[src/rtl/sram_ctrl.sv]
// Bus-side controller for a 512K x 8 asynchronous SRAM: splits byte/halfword/word
// requests into sequential byte accesses with programmable read and write-pulse wait states.
module sram_ctrl #(
    parameter int RD_WAIT = 2,
    parameter int WR_WAIT = 2
) (
    input  logic        clk,
    input  logic        rstn,
    input  logic        req,
    input  logic        we,
    input  logic [18:0] addr,
    input  logic [1:0]  size,
    input  logic [31:0] wdata,
    output logic        ready,
    output logic        resp,
    output logic [31:0] rdata,
    output logic        sram_ce_bar,
    output logic        sram_oe_bar,
    output logic        sram_we_bar,
    output logic [18:0] sram_addr,
    output logic [7:0]  sram_data_o,
    output logic        sram_data_t,
    input  logic [7:0]  sram_data_i
);

    localparam logic [2:0] S_IDLE     = 3'd0;
    localparam logic [2:0] S_RD       = 3'd1;
    localparam logic [2:0] S_WR_SETUP = 3'd2;
    localparam logic [2:0] S_WR_PULSE = 3'd3;
    localparam logic [2:0] S_WR_HOLD  = 3'd4;
    localparam logic [2:0] S_DONE     = 3'd5;

    localparam int MAX_WAIT = (RD_WAIT > WR_WAIT) ? RD_WAIT : WR_WAIT;
    localparam int CNT_W    = $clog2(MAX_WAIT + 1);
    localparam logic [CNT_W-1:0] RD_LOAD = CNT_W'(RD_WAIT - 1);
    localparam logic [CNT_W-1:0] WR_LOAD = CNT_W'(WR_WAIT - 1);

    logic [2:0]       state_reg, state_next;
    logic [1:0]       idx_reg, idx_next;
    logic [1:0]       last_reg, last_next;
    logic [CNT_W-1:0] cnt_reg, cnt_next;
    logic [18:0]      base_reg, base_next;
    logic [31:0]      wdata_reg, wdata_next;
    logic             accept;
    logic             sample;

    logic        ready_reg;
    logic        resp_reg;
    logic [31:0] rdata_reg;
    logic        ce_bar_reg;
    logic        oe_bar_reg;
    logic        we_bar_reg;
    logic [18:0] sram_addr_reg;
    logic [7:0]  sram_data_o_reg;
    logic        sram_data_t_reg;

    logic next_is_rd;
    logic next_is_wr;

    // Size code 3 behaves like a word access.
    function automatic logic [1:0] last_index(input logic [1:0] sz);
        case (sz)
            2'd0:    last_index = 2'd0;
            2'd1:    last_index = 2'd1;
            default: last_index = 2'd3;
        endcase
    endfunction

    always_comb begin
        state_next = state_reg;
        idx_next   = idx_reg;
        cnt_next   = cnt_reg;
        accept     = 1'b0;
        sample     = 1'b0;
        case (state_reg)
            S_IDLE: begin
                if (req && ready_reg) begin
                    accept   = 1'b1;
                    idx_next = 2'd0;
                    if (we) begin
                        state_next = S_WR_SETUP;
                        cnt_next   = '0;
                    end else begin
                        state_next = S_RD;
                        cnt_next   = RD_LOAD;
                    end
                end
            end
            S_RD: begin
                if (cnt_reg == '0) begin
                    sample = 1'b1;
                    if (idx_reg == last_reg) begin
                        state_next = S_DONE;
                    end else begin
                        idx_next = idx_reg + 2'd1;
                        cnt_next = RD_LOAD;
                    end
                end else begin
                    cnt_next = cnt_reg - CNT_W'(1);
                end
            end
            S_WR_SETUP: begin
                state_next = S_WR_PULSE;
                cnt_next   = WR_LOAD;
            end
            S_WR_PULSE: begin
                if (cnt_reg == '0) begin
                    state_next = S_WR_HOLD;
                end else begin
                    cnt_next = cnt_reg - CNT_W'(1);
                end
            end
            S_WR_HOLD: begin
                if (idx_reg == last_reg) begin
                    state_next = S_DONE;
                end else begin
                    idx_next   = idx_reg + 2'd1;
                    state_next = S_WR_SETUP;
                end
            end
            S_DONE: begin
                state_next = S_IDLE;
            end
            default: begin
                state_next = S_IDLE;
            end
        endcase
    end

    assign base_next  = accept ? addr  : base_reg;
    assign last_next  = accept ? last_index(size) : last_reg;
    assign wdata_next = accept ? wdata : wdata_reg;

    assign next_is_rd = (state_next == S_RD);
    assign next_is_wr = (state_next == S_WR_SETUP) || (state_next == S_WR_PULSE) ||
                        (state_next == S_WR_HOLD);

    // Pin values are registered from the next state so every pin comes straight from a flop.
    always_ff @(posedge clk or negedge rstn) begin
        if (!rstn) begin
            state_reg       <= S_IDLE;
            idx_reg         <= 2'd0;
            last_reg        <= 2'd0;
            cnt_reg         <= '0;
            base_reg        <= '0;
            wdata_reg       <= '0;
            ready_reg       <= 1'b0;
            resp_reg        <= 1'b0;
            rdata_reg       <= '0;
            ce_bar_reg      <= 1'b1;
            oe_bar_reg      <= 1'b1;
            we_bar_reg      <= 1'b1;
            sram_addr_reg   <= '0;
            sram_data_o_reg <= '0;
            sram_data_t_reg <= 1'b1;
        end else begin
            state_reg       <= state_next;
            idx_reg         <= idx_next;
            last_reg        <= last_next;
            cnt_reg         <= cnt_next;
            base_reg        <= base_next;
            wdata_reg       <= wdata_next;
            ready_reg       <= (state_next == S_IDLE);
            resp_reg        <= (state_next == S_DONE);
            ce_bar_reg      <= !(next_is_rd || next_is_wr);
            oe_bar_reg      <= !next_is_rd;
            we_bar_reg      <= (state_next != S_WR_PULSE);
            sram_data_t_reg <= !next_is_wr;
            if (next_is_rd || next_is_wr) begin
                sram_addr_reg <= base_next + {17'd0, idx_next};
            end
            if (next_is_wr) begin
                sram_data_o_reg <= wdata_next[{idx_next, 3'b000} +: 8];
            end
            if (accept) begin
                rdata_reg <= '0;
            end else if (sample) begin
                rdata_reg[{idx_reg, 3'b000} +: 8] <= sram_data_i;
            end
        end
    end

    assign ready       = ready_reg;
    assign resp        = resp_reg;
    assign rdata       = rdata_reg;
    assign sram_ce_bar = ce_bar_reg;
    assign sram_oe_bar = oe_bar_reg;
    assign sram_we_bar = we_bar_reg;
    assign sram_addr   = sram_addr_reg;
    assign sram_data_o = sram_data_o_reg;
    assign sram_data_t = sram_data_t_reg;

endmodule

[config.mk]
export PLATFORM = sky130hd
export DESIGN_NAME = sram_ctrl
export DESIGN_NICKNAME = d
export VERILOG_FILES = /design/src/rtl/sram_ctrl.sv
export SDC_FILE = /design/constraint.sdc
export NUM_CORES = 1
export LEC_CHECK = 0
export CORE_UTILIZATION = 54
export CTS_BUF_LIST = sky130_fd_sc_hd__clkbuf_4 sky130_fd_sc_hd__clkbuf_8 sky130_fd_sc_hd__clkbuf_16
export DETAILED_ROUTE_END_ITERATION = 8
export GPL_TIMING_DRIVEN = 0
export PLACE_DENSITY = 0.82
export SKIP_LAST_GASP = 1
export SLEW_MARGIN = 20
export SYNTH_ARGS = -nofsm -noshare
export SYNTH_HDL_FRONTEND = slang
export SYNTH_SLANG_ARGS = --single-unit
[constraint.sdc]
create_clock -name clk -period 5.74 [get_ports clk]
set_input_delay 0.861 -clock clk [delete_from_list [all_inputs] [get_ports clk]]
set_output_delay 0.861 -clock clk [all_outputs]
set_load 0.05 [all_outputs]
Yosys cells after proc, flatten, opt, wreduce, memory -nomap -nowiden
Index checks and enable logic that the tools add are counted.
{ "totals": {"reg_bits": 125, "in_bits": 65, "out_inout_bits": 65} }
{ "classes": {"shifts": 3, "n_mux": 27, "reduce_logical": 14, "n_addsub": 4, "n_eq_ne": 15} }
{ "ops": {"columns": ["cell", "count"], "rows": [
  ["$mux W32", 3],
  ["$bwmux W32", 1],
  ["$shift A8 B7 Y32 const A", 1],
  ["$shiftx A32 B6 Y8", 1],
  ["$shiftx A8 B7 Y32", 1],
  ["$add A19 B2 Y19", 1],
  ["$mux W19", 1],
  ["$mux W2", 8],
  ["$mux W3", 5],
  ["$pmux W3 S5", 1],
  ["$eq A3 B2 Y1 const B", 4],
  ["$eq A3 B3 Y1 const B", 3],
  ["$pmux W2 S4", 1],
  ["$neg A5 Y7", 1],
  ["$eq A3 B1 Y1 const B", 2],
  ["$logic_not A3 Y1", 2],
  ["$pmux W2 S3", 1],
  ["$mux W1", 5],
  ["$logic_not A2 Y1", 2],
  ["$ne A2 B2 Y1 const B", 2],
  ["$pmux W2 S2", 1],
  ["$reduce_and A4 Y1", 1],
  ["$reduce_bool A4 Y1", 1],
  ["$logic_not A1 Y1", 3],
  ["other kinds (9)", 11]
]} }

Logic depth before layout (Yosys ltp)
Gate-level depths: netlist (run 1).
{ "logic_depth": {"word_depth": 9, "ltp_mapped": 16, "ltp_nobuf": 13} }

Worst setup path after synthesis (run 1)
OpenSTA, ideal clock, no wires.
{ "synth_timing": {"kind": "input port to flip-flop", "startpoint": "in req", "endpoint": "reg sram_addr_reg[10] (netlist: sram_addr[10])", "stages": 13, "path_slack_ps": 2389, "n_path_buf": 2, "setup_ps": 127, "arrival_time_ps": 3224, "path_cell_list": "nand4bb_1 -> nor2_1 -> buf_2 -> buf_1 -> nand2_1 -> nand2_1 -> ha_1 -> inv_1 -> fa_1 -> o21bai_1 -> nor2_1 -> xnor2_1 -> mux2_1"} }
{ "synth_between": {"word_cells_on_any_way": 16, "cone_classes": "add/sub (1); eq/ne (4); mux (7); reduce/logical (4)"} }
{ "synth_rtl": {"columns": ["item", "line_no", "text"], "rows": [
  ["start: declaration", "9", "input logic req,"],
  ["$logic_and A1 B1 Y1", "77", "if (req && ready_reg) begin"],
  ["$mux W1", "77", null],
  ["$mux W1", "75", "case (state_reg)"],
  ["$mux W19", "130", "assign base_next = accept ? addr : base_reg;"],
  ["via base_next[0]", "42", "logic [18:0] base_reg, base_next;"],
  ["$add A19 B2 Y19", "170", "sram_addr_reg <= base_next + {17'd0, idx_next};"],
  ["end signal: assignment", "170", null],
  ["end: declaration", "53", "logic [18:0] sram_addr_reg;"]
]} }
The timed path passes the listed nets, and every way through them passes these cells.
A chain may end at the register's enable or synchronous reset.

Final worst setup path (run 1)
Same ends and word-level chain as after synthesis.

==> impl_metrics.py, run 1 <==
metrics = {
    "yosys": {
        "synth_seq_cells": 125,
        "synth_top_area_share_pct": 52.37,
        "synth_cells": 483,
        "synth_edf_count": 0,
        "yosys-top-cells-count": "dfrtp_1, nand2_1, mux2i_1",
        "netlist_area_um2": 5782,
        "synth_ff_type": "dfrtp_1",
        "synth-async-reset-ratio_pct": 100.0,
        "synth_cell_types": 49,
        "syn-mean-instance-area_um2": 11.97,
        "synth_top_cells_by_area": "dfrtp_1, mux2i_1, mux2_2",
        "yosysWarningCount": 0,
        "syn_nets": 557,
        "synth_top_area_cell": "dfrtp_1",
        "synth-seq-area-share_pct": 54.19,
        "synth.most_common_cell": "dfrtp_1",
    },
    "critical_path": {
        "r2r_cells": 14,
        "critical_path.endpoint": "sram_addr[10]$_DFFE_PN0N_",
        "reg2reg_slack_ns": 1.88,
        "path_max_fanout": 10,
        "r2r-start": "state_reg[0]$_DFF_PN0_",
        "cp_top_family": "buffers and inverters",
        "critPathCaptureType": "flip-flop",
        "cp.depth": 14,
        "arrival_ns": 4.54,
        "crit_slowest_cell": "clkdlybuf4s50_1",
        "worst-path-buf-inv": 4,
        "crit_path_start": "req",
        "startpoint_type": "primary input",
        "path_cells": "clkdlybuf4s50_1, nand4bb_1, nor2_1, buf_2, buf_1, nand2_1, nand2_1, ha_1, inv_1, fa_1, o21bai_1, nor2_1, xnor2_1, mux2_1",
        "worstSetupPathType": "in -> reg",
        "cpPeakStageDelay_ns": 0.50,
        "r2r-end": "sram_addr[10]$_DFFE_PN0N_",
        "worstPathRequired_ns": 6.13,
    },
    "global_routing": {
        "grt_max_degree": 66,
        "antenna_found_initial": 0,
        "overflow": 0,
        "gr-usage-all-layers_pct": 27.73,
        "grt_pass1_vias": 4579,
        "grt_first_pass_wirelength_mm": 23.45,
    },
    "timing": {
        "clock.fmax_mhz": 241.5,
        "worstMarginPinSlew_ns": 1.105,
        "maxSlewViolCount": 0,
        "rsz0062_at_grt": "false",
        "setup_viol": 0,
        "min_period_ns": 4.142,
        "fin_skew_ns": 0.005040,
        "fin_crit_sh_pct": 72.15,
        "hold_viol": 0,
        "timing.hold.ws_ns": 0.3177,
        "slew_headroom_pct": 25.76,
    },
    "clocking": {
        "cts.htree.levels": 4,
        "cts_sinks": 125,
        "clk_pin_slew_ns": 0.06,
        "cts_max_path_buffers": 2,
        "cts_hold_buffers": 0,
        "ctsResizeCount": 0,
        "numCtsBuffers": 17,
        "clk_latency_ns": 0.51,
        "cts_setup_buffers": 0,
        "cts_root_buffer": "clkbuf_8",
        "cts_tree": "done",
    },
    "floorplanning": {
        "row_count": 37,
        "initial_core_util_pct": 55.76,
        "io_pins": 130,
        "core_um2": 10370,
        "die_h_um": 105.5,
        "design.die.area_um2": 11130,
        "die_w_um": 105.5,
    },
    "route": {
        "drt_iter0_drc": 192,
        "drt-wirelength-per-cell_um": 18.39,
        "firstDrtPassIters": 5,
        "via_per_inst": 5.633,
        "wirelength_mm": 14.36,
        "vias": 4399,
        "ant_nets": 0,
        "drc": 0,
    },
    "power": {
        "power_mw": 5.064,
        "vdd_drop_max_uv": 377.4,
        "power_density_nw_per_um2": 641.3,
        "cellLeakagePower_nw": 3.636,
    },
    "cells_and_area": {
        "seqCellArea_um2": 3133,
        "finalNetCount": 706,
        "diodes": 0,
        "drive_gt1_share_pct": 16.12,
        "multi_input_area_um2": 2407,
        "fillers": 690,
        "syn_to_final_growth_pct": 36.57,
    },
    "flow_run": {
        "drv_cap": 0,
    },
    "worst_hold_path": {
        "hold_class": "in -> async",
    },
    "placement": {
        "hpwlAfterDp_mm": 9.804,
        "io_buffers": 129,
        "gp_routability_congestion": 0.9106,
    },
    "run_status": {
        "status": "finished clean",
    },
}
[layout make-up]
| class | count | share of cell area (%) |
|---|---|---|
| Buffer | 19 | 1.632 |
| Inverter | 30 | 1.426 |
| Sequential cell | 125 | 39.68 |
| Multi-Input combinational cell | 309 | 30.49 |
| Timing Repair Buffer | 130 | 16.72 |
| Clock buffer | 17 | 5.245 |
| Tap cell | 136 | 2.155 |
| Clock inverter | 15 | 2.662 |
[routing by layer]
layer	wire length (um)	vias up	track usage, %	share of wire, %
met4	324	0	11.47	2.3
li1	-	2003	-	-
met5	0	-	0	0
met2	7170	182	45.72	50
met3	915	27	6.988	6.4
met1	5952	2187	34.90	41
[cells in the final DEF (no fill, tap or decap), types with 4 or more instances in the layout]
master	instances
buf_2	10
nor2_1	14
mux2_4	5
dfstp_2	4
buf_6	6
o21bai_1	4
a21oi_1	15
mux2i_1	42
bufinv_16	4
mux2_1	10
clkdlybuf4s50_1	128
xnor2_1	14
o21ai_0	7
xor2_1	6
a22o_1	32
nand3_1	7
inv_1	29
nor3_1	11
dfrtp_1	121
inv_6	5
clkbuf_16	16
mux2_2	35
nand2_1	62
ha_1	8
[per-stage QoR]
stage / area [um2] / std cells / setup TNS, ns / utilization (%) / setup WS [ns]
after floorplan: 5782 / 483 / 0 / - / 2.389
after global placement: 7243 / 748 / -103.04 / 69.85 / -0.8574
after detailed placement: 7272 / 749 / 0 / 70.13 / 1.142
after CTS: 7896 / 781 / 0 / 76.15 / 1.672
after global routing: 7896 / 781 / 0 / 76.15 / 1.379
final: 7896 / 781 / 0 / 76.15 / 1.598
[worst register-to-register path: stages (launching register included)]
cell and delay (ns):
dfrtp_1 0.37, buf_6 0.14, nand4bb_1 0.31, nor2_1 0.33, buf_2 0.31, buf_1 0.39
nand2_1 0.15, nand2_1 0.11, ha_1 0.17, inv_1 0.06, fa_1 0.44, o21bai_1 0.36
nor2_1 0.22, xnor2_1 0.10, mux2_1 0.30
[logic make-up (layout without fill, tap and decap cells)]
family,after synthesis,count (layout),synth area share (%)
buf+inv,49,211,4.176
fa+ha+maj,9,9,2.078
simple gates,113,113,9.176
mux,93,93,17.57
compound gates,74,74,9.782
xor+xnor,20,20,3.030
flops,125,125,54.19
[report_power, final]
part           total, mW  leakage [nW]  internal, mW  switching [mW]
sequential          1.44          1.58          1.26           0.181
clock               1.13         0.300         0.713           0.418
combinational       2.49          1.76          1.03            1.47
[worst min-delay path by stage]
stage	startpoint	to	depth (start not counted)
floorplan	base_reg[0]$_DFF_PN0_	base_reg[0]$_DFF_PN0_	2
global placement	base_reg[0]$_DFF_PN0_	base_reg[0]$_DFF_PN0_	2
detailed placement	base_reg[0]$_DFF_PN0_	base_reg[0]$_DFF_PN0_	2
CTS	rstn	ready$_DFF_PN0_	1
global route	rstn	ready$_DFF_PN0_	1
finish	rstn	ready$_DFF_PN0_	1
Power figures use the tool's default switching activity.
==> run 2: changes to the inputs <==
--- a/config.mk
+++ b/config.mk
@@ -5,11 +5,11 @@
 export SDC_FILE = /design/constraint.sdc
 export NUM_CORES = 1
 export LEC_CHECK = 0
-export CORE_UTILIZATION = 54
+export CORE_UTILIZATION = 46
 export CTS_BUF_LIST = sky130_fd_sc_hd__clkbuf_4 sky130_fd_sc_hd__clkbuf_8 sky130_fd_sc_hd__clkbuf_16
 export DETAILED_ROUTE_END_ITERATION = 8
 export GPL_TIMING_DRIVEN = 0
-export PLACE_DENSITY = 0.82
+export PLACE_DENSITY = 0.74
 export SKIP_LAST_GASP = 1
 export SLEW_MARGIN = 20
 export SYNTH_ARGS = -nofsm -noshare
==> constraint.sdc (replaced) <==
create_clock -name clk -period 3.43 [get_ports clk]
set_input_delay 0.5145 -clock clk [delete_from_list [all_inputs] [get_ports clk]]
set_output_delay 0.5145 -clock clk [all_outputs]
set_load 0.05 [all_outputs]
==> impl_metrics.py, run 2 (synthesized netlist as in run 1, its figures left out) <==
metrics = {
    "route": {
        "drt_iter0_drc": 199,
        "wirelength_mm": 14.01,
        "via_per_inst": 5.242,
        "firstDrtPassIters": 4,
        "vias": 4267,
        "drc": 0,
        "ant_nets": 0,
        "drt-wirelength-per-cell_um": 17.21,
    },
    "floorplanning": {
        "die_w_um": 114.1,
        "io_pins": 130,
        "initial_core_util_pct": 47.74,
        "die_h_um": 114.1,
        "core_um2": 12110,
        "row_count": 40,
        "design.die.area_um2": 13020,
    },
    "flow_run": {
        "drv_cap": 0,
    },
    "cells_and_area": {
        "final_cells": 814,
        "fillers": 950,
        "seqCellArea_um2": 3133,
        "multi_input_area_um2": 2455,
        "finalNetCount": 707,
        "diodes": 0,
        "drive_gt1_share_pct": 17.80,
        "final_common_cell": "clkdlybuf4s50_1",
        "design_area_um2": 7976,
        "layout_common_cells": "clkdlybuf4s50_1, dfrtp_1, nand2_1, mux2i_1, mux2_2",
        "syn_to_final_growth_pct": 37.96,
    },
    "placement": {
        "placed_area_um2": 7312,
        "preCtsSetupSlack_ns": -0.9091,
        "io_buffers": 129,
        "place_inst": 781,
        "hpwlAfterDp_mm": 9.840,
        "gp_routability_congestion": 0.8693,
    },
    "critical_path": {
        "startpoint_type": "flip-flop",
        "worstSetupPathType": "reg -> reg",
        "worstPathRequired_ns": 3.73,
        "path_max_fanout": 11,
        "critPathCaptureType": "flip-flop",
        "arrival_ns": 3.55,
    },
    "clocking": {
        "clk_latency_ns": 0.42,
        "cts.htree.levels": 4,
        "clk_pin_slew_ns": 0.06,
        "cts_hold_buffers": 0,
        "numCtsBuffers": 17,
        "cts_sinks": 125,
        "cts_root_buffer": "clkbuf_16",
        "cts_max_path_buffers": 2,
        "cts_tree": "done",
    },
    "timing": {
        "tns_ns": 0,
        "maxSlewViolCount": 0,
        "min_period_ns": 3.249,
        "setup_viol": 0,
        "worstMarginPinSlew_ns": 1.085,
        "fin_skew_ns": 0.008055,
        "fin_crit_sh_pct": 94.73,
        "timing.hold.ws_ns": 0.06985,
        "clock.fmax_mhz": 307.8,
        "slew_headroom_pct": 27.11,
        "rsz0062_at_grt": "false",
        "setup_slack_ns": 0.1806,
        "hold_viol": 0,
    },
    "global_routing": {
        "overflow": 0,
        "grt_max_degree": 66,
        "grt_first_pass_wirelength_mm": 22.54,
        "grt_pass1_vias": 4493,
        "antenna_found_initial": 0,
        "gr-usage-all-layers_pct": 23.04,
    },
    "power": {
        "vdd_drop_max_uv": 544.7,
        "cellLeakagePower_nw": 3.620,
        "power_density_nw_per_um2": 1052,
    },
    "run_status": {
        "status": "finished clean",
    },
    "worst_hold_path": {
        "hold_class": "in -> async",
    },
}
==> run 2: cell count changes in the layout (fill, tap and decap cells not counted), sizes merged <==
cell and change:
buf +1, bufinv -2, clkbuf +2, clkinv +1
clkinvlp +2, inv -3
==> run 2: path summary, 6_finish.rpt <==
check	startpoint	to	slack (ns)	cells after the start
worst max-delay path	cnt_reg[0]$_DFFE_PN0P_	sram_addr[8]$_DFFE_PN0N_	0.18	13
worst max register to register	cnt_reg[0]$_DFFE_PN0P_	sram_addr[8]$_DFFE_PN0N_	0.18	13
min in group clk	sram_addr[8]$_DFFE_PN0N_	sram_addr[8]$_DFFE_PN0N_	0.49	1
worst min register to register	sram_addr[8]$_DFFE_PN0N_	sram_addr[8]$_DFFE_PN0N_	0.49	1
max in group asynchronous	rstn	sram_data_t$_DFF_PN1_	2.62	2
worst min-delay path	rstn	cnt_reg[1]$_DFFE_PN0P_	0.07	1
==> run 2: worst max-delay path, cell delays in order (launching register included) <==
cell and delay (ns):
dfrtp_1 0.40, inv_1 0.07, ha_2 0.24, and4bb_4 0.32
a21oi_2 0.08, o2bb2ai_4 0.22, buf_6 0.21, ha_1 0.18
inv_1 0.05, fa_1 0.44, o21bai_2 0.32, nor2_1 0.20
xnor2_1 0.09, mux2_1 0.30
==> run 2: power by group <==
| group | switching, mW | leakage (nW) | internal (mW) |
|---|---|---|---|
| registers | 0.302 | 1.58 | 2.11 |
| logic | 2.44 | 1.76 | 1.78 |
| clock network | 0.663 | 0.282 | 1.11 |
==> run 2: cell type report <==
class                      instances  area share (%)
buffer                            17           1.631
clock inverter                    13           1.757
tap                              168           2.635
sequential                       125           39.28
multi-input combinational        309           30.78
clock buffer                      19           5.678
timing repair buffer             133           16.83
inverter                          30           1.412
==> run 2: what timing repair did <==
item                       in CTS  in global routing
gates resized for setup         5                 11
pin swaps                       1                  0
setup endpoints to repair      16                 10
buffers inserted                1                  2
==> run 2: through the flow <==
| stage | power [mW] | utilization, % |
|---|---|---|
| after floorplan | 5.378 | - |
| after detailed placement | 6.570 | 60.37 |
| after global routing | 8.906 | 65.86 |
| after global placement | 6.452 | 60.13 |
| final | 8.394 | 65.86 |
| after CTS | 8.418 | 65.43 |
==> run 2: routing by layer <==
layer  vias up  GRT usage [%]  wire length, um
li1       2000              -                -
met1      2114          28.37             6034
met2       138          37.70             6944
met3        15          6.141              784
met4         0          11.17              246
met5         -              0                0
